==> config.mk <==
export PLATFORM = sky130hd
export DESIGN_NAME = instr_fetch_unit
export DESIGN_NICKNAME = d
export VERILOG_FILES = /design/src/rtl/instr_fetch_unit_pkg.sv /design/src/rtl/instr_fetch_unit_pc_reg.sv /design/src/rtl/instr_fetch_unit.sv
export SDC_FILE = /design/constraint.sdc
export NUM_CORES = 1
export LEC_CHECK = 0
export ABC_CLOCK_PERIOD_IN_PS = 2100
export CAP_MARGIN = 0
export CORE_ASPECT_RATIO = 0.75
export CORE_UTILIZATION = 39
export DETAILED_ROUTE_END_ITERATION = 10
export MAX_ROUTING_LAYER = met4
export PLACE_DENSITY = 0.74
export SLEW_MARGIN = 0
export SYNTH_ARGS = -nofsm -noshare
export SYNTH_HDL_FRONTEND = slang
export SYNTH_SLANG_ARGS = --single-unit
export TNS_END_PERCENT = 20
==> constraint.sdc <==
create_clock -name clk -period 2.1 [get_ports clk]
set_input_delay 0.525 -clock clk [delete_from_list [all_inputs] [get_ports clk]]
set_output_delay 0.525 -clock clk [all_outputs]
set_load 0.02 [all_outputs]
==> src/rtl/instr_fetch_unit_pkg.sv <==
// Shared fetch-stage types and constants.
// FSM encoding, decode field positions, PC step.
package instr_fetch_unit_pkg;

    typedef enum logic [1:0] {
        ST_REQ  = 2'd0,
        ST_WAIT = 2'd1,
        ST_HOLD = 2'd2
    } fetch_state_t;

    localparam int unsigned OPC_MSB = 31;
    localparam int unsigned OPC_LSB = 28;
    localparam int unsigned FN_MSB  = 3;
    localparam int unsigned FN_LSB  = 0;

    localparam int unsigned PC_INC = 4;

endpackage

==> src/rtl/instr_fetch_unit_pc_reg.sv <==
// Program counter with step, redirect and alignment.
// Ports: clk, rst, inc, redir_valid, redir_target -> pc, misalign_err.
module if_pc_reg
    import instr_fetch_unit_pkg::*;
#(
    parameter int unsigned        ADDR_W   = 32,
    parameter logic [ADDR_W-1:0] RESET_PC = '0
) (
    input  logic              clk,
    input  logic              rst,
    input  logic              inc,
    input  logic              redir_valid,
    input  logic [ADDR_W-1:0] redir_target,
    output logic [ADDR_W-1:0] pc,
    output logic              misalign_err
);

    logic misal;

    assign misal = |redir_target[1:0];

    // Redirect beats the sequential step; the
    // target is forced to word alignment.
    always_ff @(posedge clk) begin
        if (rst) begin
            pc           <= RESET_PC;
            misalign_err <= 1'b0;
        end else begin
            misalign_err <= redir_valid && misal;
            if (redir_valid) begin
                pc <= {redir_target[ADDR_W-1:2], 2'b00};
            end else if (inc) begin
                pc <= pc + ADDR_W'(PC_INC);
            end
        end
    end

endmodule

==> src/rtl/instr_fetch_unit.sv <==
// Fetch stage: PC, one-outstanding imem fetch, decode hand-off.
// Ports: imem req/rsp, redirect, if_* to decode, misalign_err, fetch_count.
module instr_fetch_unit
    import instr_fetch_unit_pkg::*;
#(
    parameter int unsigned        ADDR_W   = 32,
    parameter int unsigned        INSTR_W  = 32,
    parameter logic [ADDR_W-1:0] RESET_PC = '0,
    parameter int unsigned        CNT_W    = 16
) (
    input  logic               clk,
    input  logic               rst,
    output logic               imem_req_valid,
    input  logic               imem_req_ready,
    output logic [ADDR_W-1:0]  imem_addr,
    input  logic               imem_rsp_valid,
    input  logic [INSTR_W-1:0] imem_rsp_data,
    input  logic               redirect_valid,
    input  logic [ADDR_W-1:0]  redirect_target,
    output logic               if_valid,
    input  logic               if_ready,
    output logic [INSTR_W-1:0] if_instr,
    output logic [3:0]         if_opcode,
    output logic [3:0]         if_fncode,
    output logic [ADDR_W-1:0]  if_pc,
    output logic [ADDR_W-1:0]  if_pc_plus4,
    output logic               misalign_err,
    output logic [CNT_W-1:0]   fetch_count
);

    fetch_state_t      state;
    fetch_state_t      state_nxt;
    logic              discard;
    logic              discard_nxt;
    logic              latch;
    logic              pc_inc;
    logic              deliver;
    logic [ADDR_W-1:0] pc;

    if_pc_reg #(
        .ADDR_W   (ADDR_W),
        .RESET_PC (RESET_PC)
    ) u_pc (
        .clk          (clk),
        .rst          (rst),
        .inc          (pc_inc),
        .redir_valid  (redirect_valid),
        .redir_target (redirect_target),
        .pc           (pc),
        .misalign_err (misalign_err)
    );

    always_comb begin
        state_nxt   = state;
        discard_nxt = discard;
        latch       = 1'b0;
        pc_inc      = 1'b0;
        deliver     = 1'b0;
        unique case (state)
            ST_REQ: begin
                // A stale response still owed from before
                // a reset retires the discard here.
                if (imem_rsp_valid && discard) begin
                    discard_nxt = 1'b0;
                end
                if (imem_req_ready) begin
                    state_nxt = ST_WAIT;
                    if (redirect_valid) begin
                        discard_nxt = 1'b1;
                    end
                end
            end
            ST_WAIT: begin
                if (imem_rsp_valid) begin
                    if (discard || redirect_valid) begin
                        discard_nxt = 1'b0;
                        state_nxt   = ST_REQ;
                    end else begin
                        latch     = 1'b1;
                        pc_inc    = 1'b1;
                        state_nxt = ST_HOLD;
                    end
                end else if (redirect_valid) begin
                    discard_nxt = 1'b1;
                end
            end
            ST_HOLD: begin
                deliver = if_ready;
                if (if_ready || redirect_valid) begin
                    state_nxt = ST_REQ;
                end
            end
            default: begin
                state_nxt = ST_REQ;
            end
        endcase
    end

    always_ff @(posedge clk) begin
        if (rst) begin
            state       <= ST_REQ;
            // Reset during WAIT leaves a response in
            // flight; remember to drop it.
            discard     <= (state == ST_WAIT)
                        || (discard && !imem_rsp_valid);
            if_instr    <= '0;
            if_pc       <= '0;
            fetch_count <= '0;
        end else begin
            state   <= state_nxt;
            discard <= discard_nxt;
            if (latch) begin
                if_instr <= imem_rsp_data;
                if_pc    <= pc;
            end
            if (deliver) begin
                fetch_count <= fetch_count + 1'b1;
            end
        end
    end

    assign imem_req_valid = (state == ST_REQ) && !rst;
    assign imem_addr      = pc;
    assign if_valid       = (state == ST_HOLD) && !rst;
    assign if_opcode      = if_instr[OPC_MSB:OPC_LSB];
    assign if_fncode      = if_instr[FN_MSB:FN_LSB];
    assign if_pc_plus4    = if_pc + ADDR_W'(PC_INC);

endmodule

-- Word-level counts from Yosys, hierarchy flattened
Index checks and enable logic that the tools add are counted.
- register bits: 116
- bits of input ports: 70
- output and inout bits: 155
- word-level logic and storage cells: 54
- add/sub/neg operators: 3
- equal/unequal tests: 7
- muxes and demuxes: 19
- reductions and logical operators: 17
- operator list (kind ; number):
    adder 32 x 3 -> 32 bit (second input constant) ; 2
    two-way mux 32 bit ; 2
    adder 16 x 1 -> 16 bit (second input constant) ; 1
    two-way mux 1 bit ; 11
    two-way mux 2 bit ; 4
    != test 4 bit (second input constant) ; 2
    != test 2 bit (second input constant) ; 3
    case mux 2 bit (3 select lines) ; 1
    AND reduction 3 bit ; 2
    logical AND 1 bit ; 5
    OR reduction 2 bit ; 2
    logical OR 1 bit ; 3
    nonzero test 3 bit ; 1
    == test 2 x 1 -> 1 bit (second input constant) ; 1
    == test 2 bit (second input constant) ; 1
    logical NOT 1 bit ; 2
    logical NOT 2 bit ; 1
    case mux 1 bit (2 select lines) ; 1
    nonzero test 2 bit ; 1

-- Depth between registers and ports, before layout
Gate-level depths: netlist (run 1).
- depth in word-level cells: 6
- mapped depth: 7
- mapped depth without buffers: 6

-- Hierarchy
A second synthesis (run 1) with hierarchy kept.
- cell total of the unflattened synthesis: 703
- area, all modules: 5616.6 um2
- modules (own cells, without submodules) (module ; instances ; cells an instance ; area each (um2)):
    instr_fetch_unit ; 1 ; 474 ; 3808.7
    if_pc_reg ; 1 ; 229 ; 1808.0

-- Worst setup path before layout (run 1)
No wires, ideal clock.
- kind: register to output
- from: register if_pc[7]
- to: output if_pc_plus4[31]
- data arrival time: 1996 ps
- slack: -421 ps
- cell stages (with the launch flop): 6
- path buffers: 0
- path through: dfxtp_1 > nand4_1 > nor4_4 > nand3_1 > nor4_1 > xor2_1
- longest elaborated chain between the ends: 1
- ends and longest elaborated chain (item ; line ; text):
    start, declared ; instr_fetch_unit.sv:25 ; output logic [ADDR_W-1:0] if_pc,
    start signal, assigned ; instr_fetch_unit.sv:114 ; if_pc <= pc;
    adder 32 x 3 -> 32 bit ; instr_fetch_unit.sv:127 ; assign if_pc_plus4 = if_pc + ADDR_W'(PC_INC);
    end, declared ; instr_fetch_unit.sv:26 ; output logic [ADDR_W-1:0] if_pc_plus4,
No other way between the ends.

-- Worst setup path in the final report (run 1)
- from: register if_pc[10]
- to: output if_pc_plus4[25]
The elaborated chain is that of the path after synthesis.

==> metrics.md, run 1 <==
| Metric | Value |
|---|---|
| Layout cells sized above 1 | 19.4% |
| DRT Wirelength | between 15000 and 20000 um |
| Avg Cell Area, Syn | between 7 and 8 um^2 |
| Worst r2r dst | u_pc.pc[28] |
| Total CTS buffers | 9 |
| Worst-path clk slew | 0.08 ns |
| Drt initial violations | 287 |
| Fmax | roughly 380 MHz |
| Outcome | finished with violations |
| Post-synth EDFFs | 1 |
| Drt via density | just over 5 |
| MaxCap Viol Count | 0 |
| Crit path launch type | flip-flop |
| Ant. Diodes | 0 |
| Final instance area | 8830 um^2 |
| Critical path fanouts, max | 5 |
| Fin worst setup slack | -0.566 ns |
| Placer Congestion | roughly 0.85 |
| Clk_lat worst skew | approximately 0.35 ns |
| Yosys cell types | 53 |
| XOR/XNOR share of the synthesized area | 9.43% |
| CTS sink count | ~110 |
| Leak | around 3.5 nW |
| Chip height | 104 um |
| CTS Root Buffer Type | clkbuf_16 |
| Worst setup path start | if_pc[10] |
| Io pins | around 230 |
| Drt first pass iters | 4 |
| Hold Startpoint | if_instr[7] |
| Flops & latches, synth | about 110 |
| DR vias | between 5000 and 6000 |
| Maximum VDD drop | 0.462 mV |
| Initial Utilization | between 40 and 50% |
| DP Area | ~8300 um^2 |
| Die width | 138 um |
| Hold path cells | 2 |
| Synthesis-to-layout area growth | 63.9% |
| DRC | 0 |
| Core Area | ~13000 um^2 |
| Cts hold-fix bufs | 0 |
| Synthesis Warnings | 0 |
| Hold Path End | if_instr[7] |
| Post-detail-place hpwl | 12800 um |
| Complex-gate fraction of the synthesized area | between 10% and 20% |
| Fillcell total | about 1100 |
| GRT Resource Usage Total | approximately a quarter |
| Hold WC Path Type | flip-flop to flip-flop |
| Failing checks | negative setup slack |
| Power, Total | about 4.8 mW |
| Endpoint class of the critical path | primary output |
| First-pass GRT wire length | 27000 um |
| CTS max path bufs | 2 |
| PortBufs | 218 |
| R2R setup slack | 0.19 ns |
| Worst-margin pin slew | roughly 0.65 ns |
| GRT overflow | 0 |
| Final #Nets | ~1000 |
| Routed Antenna Nets | 0 |
| Main combinational cell family by area after synthesis | simple AND/OR/NAND/NOR gates |
| Rel. slew slack | around 57% |
| Crit path kind | flip-flop to primary output |
| Detailed-route wire length per cell | around 15 um |
| Number of global-route vias before repair | roughly 5500 |
| Synthesized instance count | 684 |
| Sequential area share after synthesis | between 40% and 50% |
| CP Data Arrival Time | ~2.1 ns |
| Final setup fails | 24 |
| Simple-gate share of the synthesized area | between 30% and 40% |
| Fin. max-slew vios | 0 |
| Reg2reg start | u_pc.pc[2] |
| Largest register FFs | 32 |
| Clock H-tree levels | 3 |
| Ys flop type | dfxtp_1 |
| Worst r2r path cells | 6 |
| Power per cell area | roughly 550 nW/um^2 |
| Critical path data required time | approximately 1.6 ns |
| Min Tclk post-route | about 2.7 ns |
| Std-Cell Rows | 36 |
| Initial antenna violation count | 0 |
| DIE AREA | 14300 um^2 |
| Post-Syn Area | 5390 um^2 |
| Post-synth ARST share | 0% |
| Fin util | 66.7% |
| Multiplexer share of the synthesized area | 1.35% |
| RSZ-0062 raised after global routing | yes |
| CTS tree | done |
| Final Cycle Share | 127% |
| Post-Synth Adder-Cell Area | less than 1% |
| Setup Skew | 0.00877 ns |
| Endpoints failing hold | 0 |
| Largest net degree at the start of global routing | 63 |
-- timing repair --
| item | 4_1_cts | 5_1_grt |
|---|---|---|
| pin swaps | 12 | 16 |
| setup endpoints to repair | 31 | 32 |
| gates resized for setup | 128 | 44 |
| setup buffers | 7 | 3 |
| hold endpoints to repair | 0 | 0 |
-- how the worst max path moves through the flow --
stage,cells after the start,endpoint
floorplan,5,if_pc_plus4[31]
global placement,6,if_pc_plus4[31]
detailed placement,6,if_pc_plus4[29]
CTS,8,if_pc_plus4[31]
global route,9,if_pc_plus4[25]
finish,9,if_pc_plus4[25]
-- cells by family after synthesis --
logic type,after synthesis
AO/OA/AOI/OAI,104
XOR/XNOR,58
adder cells (fa/ha/maj),3
buffers and inverters,60
flip-flops,112
multiplexers,7
other,1
AND/OR/NAND/NOR,339
-- per-stage QoR --
stage          hold slack [ns]  TNS, ns  std cells  setup slack [ns]
3_5_place_dp             0.448   -18.94       1119            -0.581
6_report                 0.453    -8.98       1144            -0.566
3_3_place_gp             0.441   -16.82       1119            -0.527
2_1_floorplan            0.505    -2.08        689            -0.227
5_1_grt                  0.474   -11.39       1144            -0.718
4_1_cts                  0.457    -8.91       1142            -0.525
-- layout make-up --
cell class	count	area [um^2]	share of cell area (%)
Inverter	9	33.8	0.383
Sequential cell	112	2280	25.8
Multi-Input combinational cell	517	3030	34.3
Timing Repair Buffer	319	2930	33.2
Tap cell	171	214	2.42
Clock buffer	10	250	2.83
Clock inverter	6	93.8	1.06
-- Yosys cell counts (3+ instances only) --
library cell  count  area share, %
and3_1           12            1.4
mux2i_1           5           0.93
inv_1             8           0.56
or3_1             3           0.35
ha_1              3           0.70
a21oi_1          74            6.9
nor3_1           13            1.2
nand2_1         169             12
nor2_1           50            3.5
a31oi_1           6           0.70
nor3_2            3           0.56
nand3_1          31            2.9
xor2_1           25            4.1
nand4_1          24            2.8
o21ai_0           3           0.28
buf_2             7           0.65
nand4b_1          3           0.49
and4_1            4           0.65
nor3b_1           3           0.42
nor4_1            5           0.58
dfxtp_1         111             41
xnor2_1          33            5.4
a211oi_1          8            1.1
buf_4            14            2.0
clkbuf_1         28            2.0
-- report_power, final --
part / total (mW) / leakage [nW] / internal, mW / switching, mW
Sequential: 2.24 / 0.919 / 2.18 / 0.0609
Clock: 1.95 / 0.171 / 1.13 / 0.819
Combinational: 0.647 / 2.38 / 0.331 / 0.315
-- layout by cell type, fill, tap and decap left out, types with 4 or more instances in the layout --
master	netlist	routed
a211oi_1	8	8
a21oi_1	74	74
a31oi_1	6	6
and3_1	12	12
buf_4	14	116
buf_6	0	5
clkbuf_16	0	10
clkdlybuf4s15_1	0	4
clkdlybuf4s50_1	0	180
conb_1	1	6
dfxtp_1	111	102
dfxtp_4	0	6
dlygate4sd2_1	0	4
dlymetal6s2s_1	0	5
inv_1	8	8
mux2i_1	5	5
nand2_1	169	165
nand3_1	31	28
nand4_1	24	24
nor2_1	50	46
nor3_1	13	11
nor3_2	3	4
xnor2_1	33	29
xnor2_2	0	4
xor2_1	25	24
-- critical path, cell delays in order (launching register included) --
cell and delay, ns:
dfxtp_4 0.35, nand4_1 0.12, buf_4 0.17, nor4_4 0.35
buf_4 0.19, nand3_4 0.10, buf_6 0.15, nor2_4 0.07
xor2_1 0.14, buf_4 0.16
-- per-layer routing --
layer	global-route usage, %	wire (um)
met1	30.0	7390
met2	40.4	8310
met3	6.61	1350
met4	5.51	177
met5	-	0
Note: power is estimated with default switching activity, not from simulation.
==> run 2: changes to the inputs <==
--- a/config.mk
+++ b/config.mk
@@ -5,7 +5,7 @@
 export SDC_FILE = /design/constraint.sdc
 export NUM_CORES = 1
 export LEC_CHECK = 0
-export ABC_CLOCK_PERIOD_IN_PS = 2100
+export ABC_CLOCK_PERIOD_IN_PS = 2300
 export CAP_MARGIN = 0
 export CORE_ASPECT_RATIO = 0.75
 export CORE_UTILIZATION = 39
==> constraint.sdc (replaced) <==
create_clock -name clk -period 2.3 [get_ports clk]
set_input_delay 0.575 -clock clk [delete_from_list [all_inputs] [get_ports clk]]
set_output_delay 0.575 -clock clk [all_outputs]
set_load 0.02 [all_outputs]
==> run 2 against run 1 <==
The run still ends with negative setup slack left. Flip-flop and latch count unchanged. Sequential power down 8%. Final area down 3.1%. Register-to-register slack better by 0.10 ns. Core utilization down 2.1 points. Wire length down 1.6%. Clock skew down 0.00068 ns. Hold slack better by 0.0031 ns. Total power down 13%. Count of clock-buffer cells in the layout down 1. Non-clock buffer count down 18. Critical path type unchanged. Highest routed layer unchanged.
==> metrics.md, run 2 (synthesis gave the netlist of run 1 again) <==
| Metric | Value |
|---|---|
| Crit path kind | flip-flop to primary output |
| Critical path fanouts, max | 3 (-2) |
| Number of global-route vias before repair | 5435 (-1.0%) |
| Rel. slew slack | 58.5% (+1.6 points) |
| Placed Cells | 1109 (-0.89%) |
| Fin worst setup slack | -0.414 ns (+0.152 ns) |
| Drt via density | 5.04 (-1.4%) |
| DR vias | 5674 (-3.0%) |
| GRT Resource Usage Total | 24.6% (-0.096 points) |
| Clock network power share | 37.6% (-2.8 points) |
| Power per cell area | 491 nW/um^2 (-10%) |
| Clock H-tree levels | 3 (unchanged) |
| Die width | 138 um (unchanged) |
| RSZ-0062 raised after global routing | yes |
| Setup Skew | 0.00809 ns (-0.000678 ns) |
| Net Sw Frac | 25.5% (+0.77 points) |
| DRT Wirelength | 17000 um (-1.6%) |
| Power, Total | 4.20 mW (-13%) |
| Fillcell total | 1191 (+5.4%) |
| Largest register FFs | 32 (unchanged) |
| Initial antenna violation count | 0 (unchanged) |
| CTS max path bufs | 2 (unchanged) |
| Failing checks | negative setup slack |
| GRT overflow | 0 (unchanged) |
| Final Cycle Share | 118% |
| Synthesis-to-layout area growth | 58.8% |
| Final #Nets | 1023 (-1.7%) |
| Switching power | 1.07 mW (-10%) |
| CTS sink count | 112 (unchanged) |
| Std-Cell Rows | 36 (unchanged) |
| Reg area | 2270 um^2 (-0.38%) |
| Commonest cells after routing, fill and taps aside | 189 x clkdlybuf4s50_1, 166 x nand2_1, 105 x dfxtp_1, 101 x buf_4, 74 x a21oi_1 |
| Chip height | 104 um (unchanged) |
| Leading cell type in the layout, fill and taps excluded | clkdlybuf4s50_1 |
| CTS tree | done |
| Layout cells sized above 1 | 17.0% (-2.5 points) |
| Internal | 3.13 mW (-14%) |
| Endpoints failing hold | 0 (unchanged) |
| DIE AREA | 14300 um^2 (unchanged) |
| Crit path launch type | flip-flop |
| CTS Root Buffer Type | clkbuf_16 |
| Maximum VDD drop | 0.390 mV (-16%) |
| Post-detail-place hpwl | 12600 um (-1.4%) |
| Outcome | finished with violations |
| Fin. max-slew vios | 0 (unchanged) |
| Flop pwr share | 48.8% (+2.5 points) |
| Hold WC Path Type | flip-flop to flip-flop |
| Endpoint class of the critical path | primary output |
| CP Data Arrival Time | 2.14 ns (about the same) |
| Drt first pass iters | 5 (+1) |
| Comb power frac | 13.6% (+0.2 points) |
| Post-Layout Cell Count | 1126 (-1.6%) |
| Final setup fails | 20 (-17%) |
| First-pass GRT wire length | 27100 um (about the same) |
| Leak | 3.25 nW (-6.3%) |
| DRC | 0 (unchanged) |
| Area of the multi-input gates | 2990 um^2 (-1.3%) |
| PortBufs | 218 (unchanged) |
| Drt initial violations | 275 (-4.2%) |
| Largest net degree at the start of global routing | 60 (-4.8%) |
| Worst-margin pin slew | 0.622 ns (-0.0243 ns) |
| Routed Antenna Nets | 0 (unchanged) |
| Cts hold-fix bufs | 0 (unchanged) |
| Core Area | 13200 um^2 (unchanged) |
| Fmax | about 370 MHz |
| Io pins | 225 (unchanged) |
| Detailed-route wire length per cell | 15.1 um (about the same) |
| Critical path data required time | 1.73 ns (+0.16 ns) |
| MaxCap Viol Count | 0 (unchanged) |
| Ant. Diodes | 0 (unchanged) |
| Total CTS buffers | 9 (unchanged) |
| Fin util | 64.6% (-2.1 points) |
| Placer Congestion | 0.842 (-1.5%) |
| Worst-path clk slew | 0.08 ns (about the same) |
| Clk_lat worst skew | 0.35 ns (about the same) |
| Initial Utilization | 40.7% (unchanged) |
| Min Tclk post-route | 2.71 ns |
## run 2: changes by cell type in the layout (fill, tap and decap cells not counted), sizes merged
cell	change
dlygate4sd2	-1
buf	-14
bufinv	-1
dlymetal6s2s	-5
clkdlybuf4s15	-5
clkbuf	-3
clkinv	+2
clkdlybuf4s50	+9
## run 2: layer usage
layer  global-route usage (%)  vias up  wire length, um
met5                        -        -                0
met4                     5.28        0              177
met3                     7.24       18             1540
met2                     39.3      182             7840
met1                     30.4     2630             7390
li1                         -     2844                -
## run 2: layout make-up
class | count | area share, %
Clock buffer | 9 | 2.63
Clock inverter | 7 | 0.804
Inverter | 9 | 0.395
Multi-Input combinational cell | 517 | 35.0
Sequential cell | 112 | 26.5
Tap cell | 171 | 2.50
Timing Repair Buffer | 301 | 32.1
## run 2: what timing repair did
item                                    4_1_cts  5_1_grt
endpoints found under the setup margin       28       25
resized for setup                           106       47
setup buffers                                 1        0
pin swaps                                     4        9
## run 2: path summary, 6_finish.rpt
path / from / endpoint / slack, ns / cells after the start
hold reg to reg: if_instr[19] / if_instr[19] / 0.46 / 2
setup reg to reg: u_pc.pc[2] / u_pc.pc[26] / 0.29 / 6
setup / recovery: if_pc[2] / if_pc_plus4[26] / -0.41 / 8
hold / removal: if_instr[19] / if_instr[19] / 0.46 / 2
## run 2: stage by stage
stage	setup TNS, ns	instance area (um^2)	setup WS [ns]	hold slack (ns)
after global placement	-5.81	8230	-0.369	0.441
after global routing	-7.17	8550	-0.523	0.479
final	-4.80	8550	-0.414	0.457
after CTS	-5.88	8500	-0.427	0.458
after floorplan	-0.266	5450	-0.0775	0.505
after detailed placement	-7.84	8230	-0.508	0.447
## run 2: worst max-delay path: stages, from the launching register on
cell and delay [ns]:
dfxtp_2 0.36, ha_4 0.15, and4_4 0.24, nor3b_4 0.29, buf_6 0.17, buf_6 0.09, nand4_1 0.14, xnor2_1 0.19
buf_4 0.16
## run 2: power groups by stage
stage	registers, mW	logic [mW]	clock network [mW]
floorplan	2.15	0.195	0
global placement	2.09	0.572	0
detailed placement	2.09	0.574	0
CTS	2.05	0.575	1.61
global route	2.06	0.617	1.69
finish	2.05	0.573	1.58
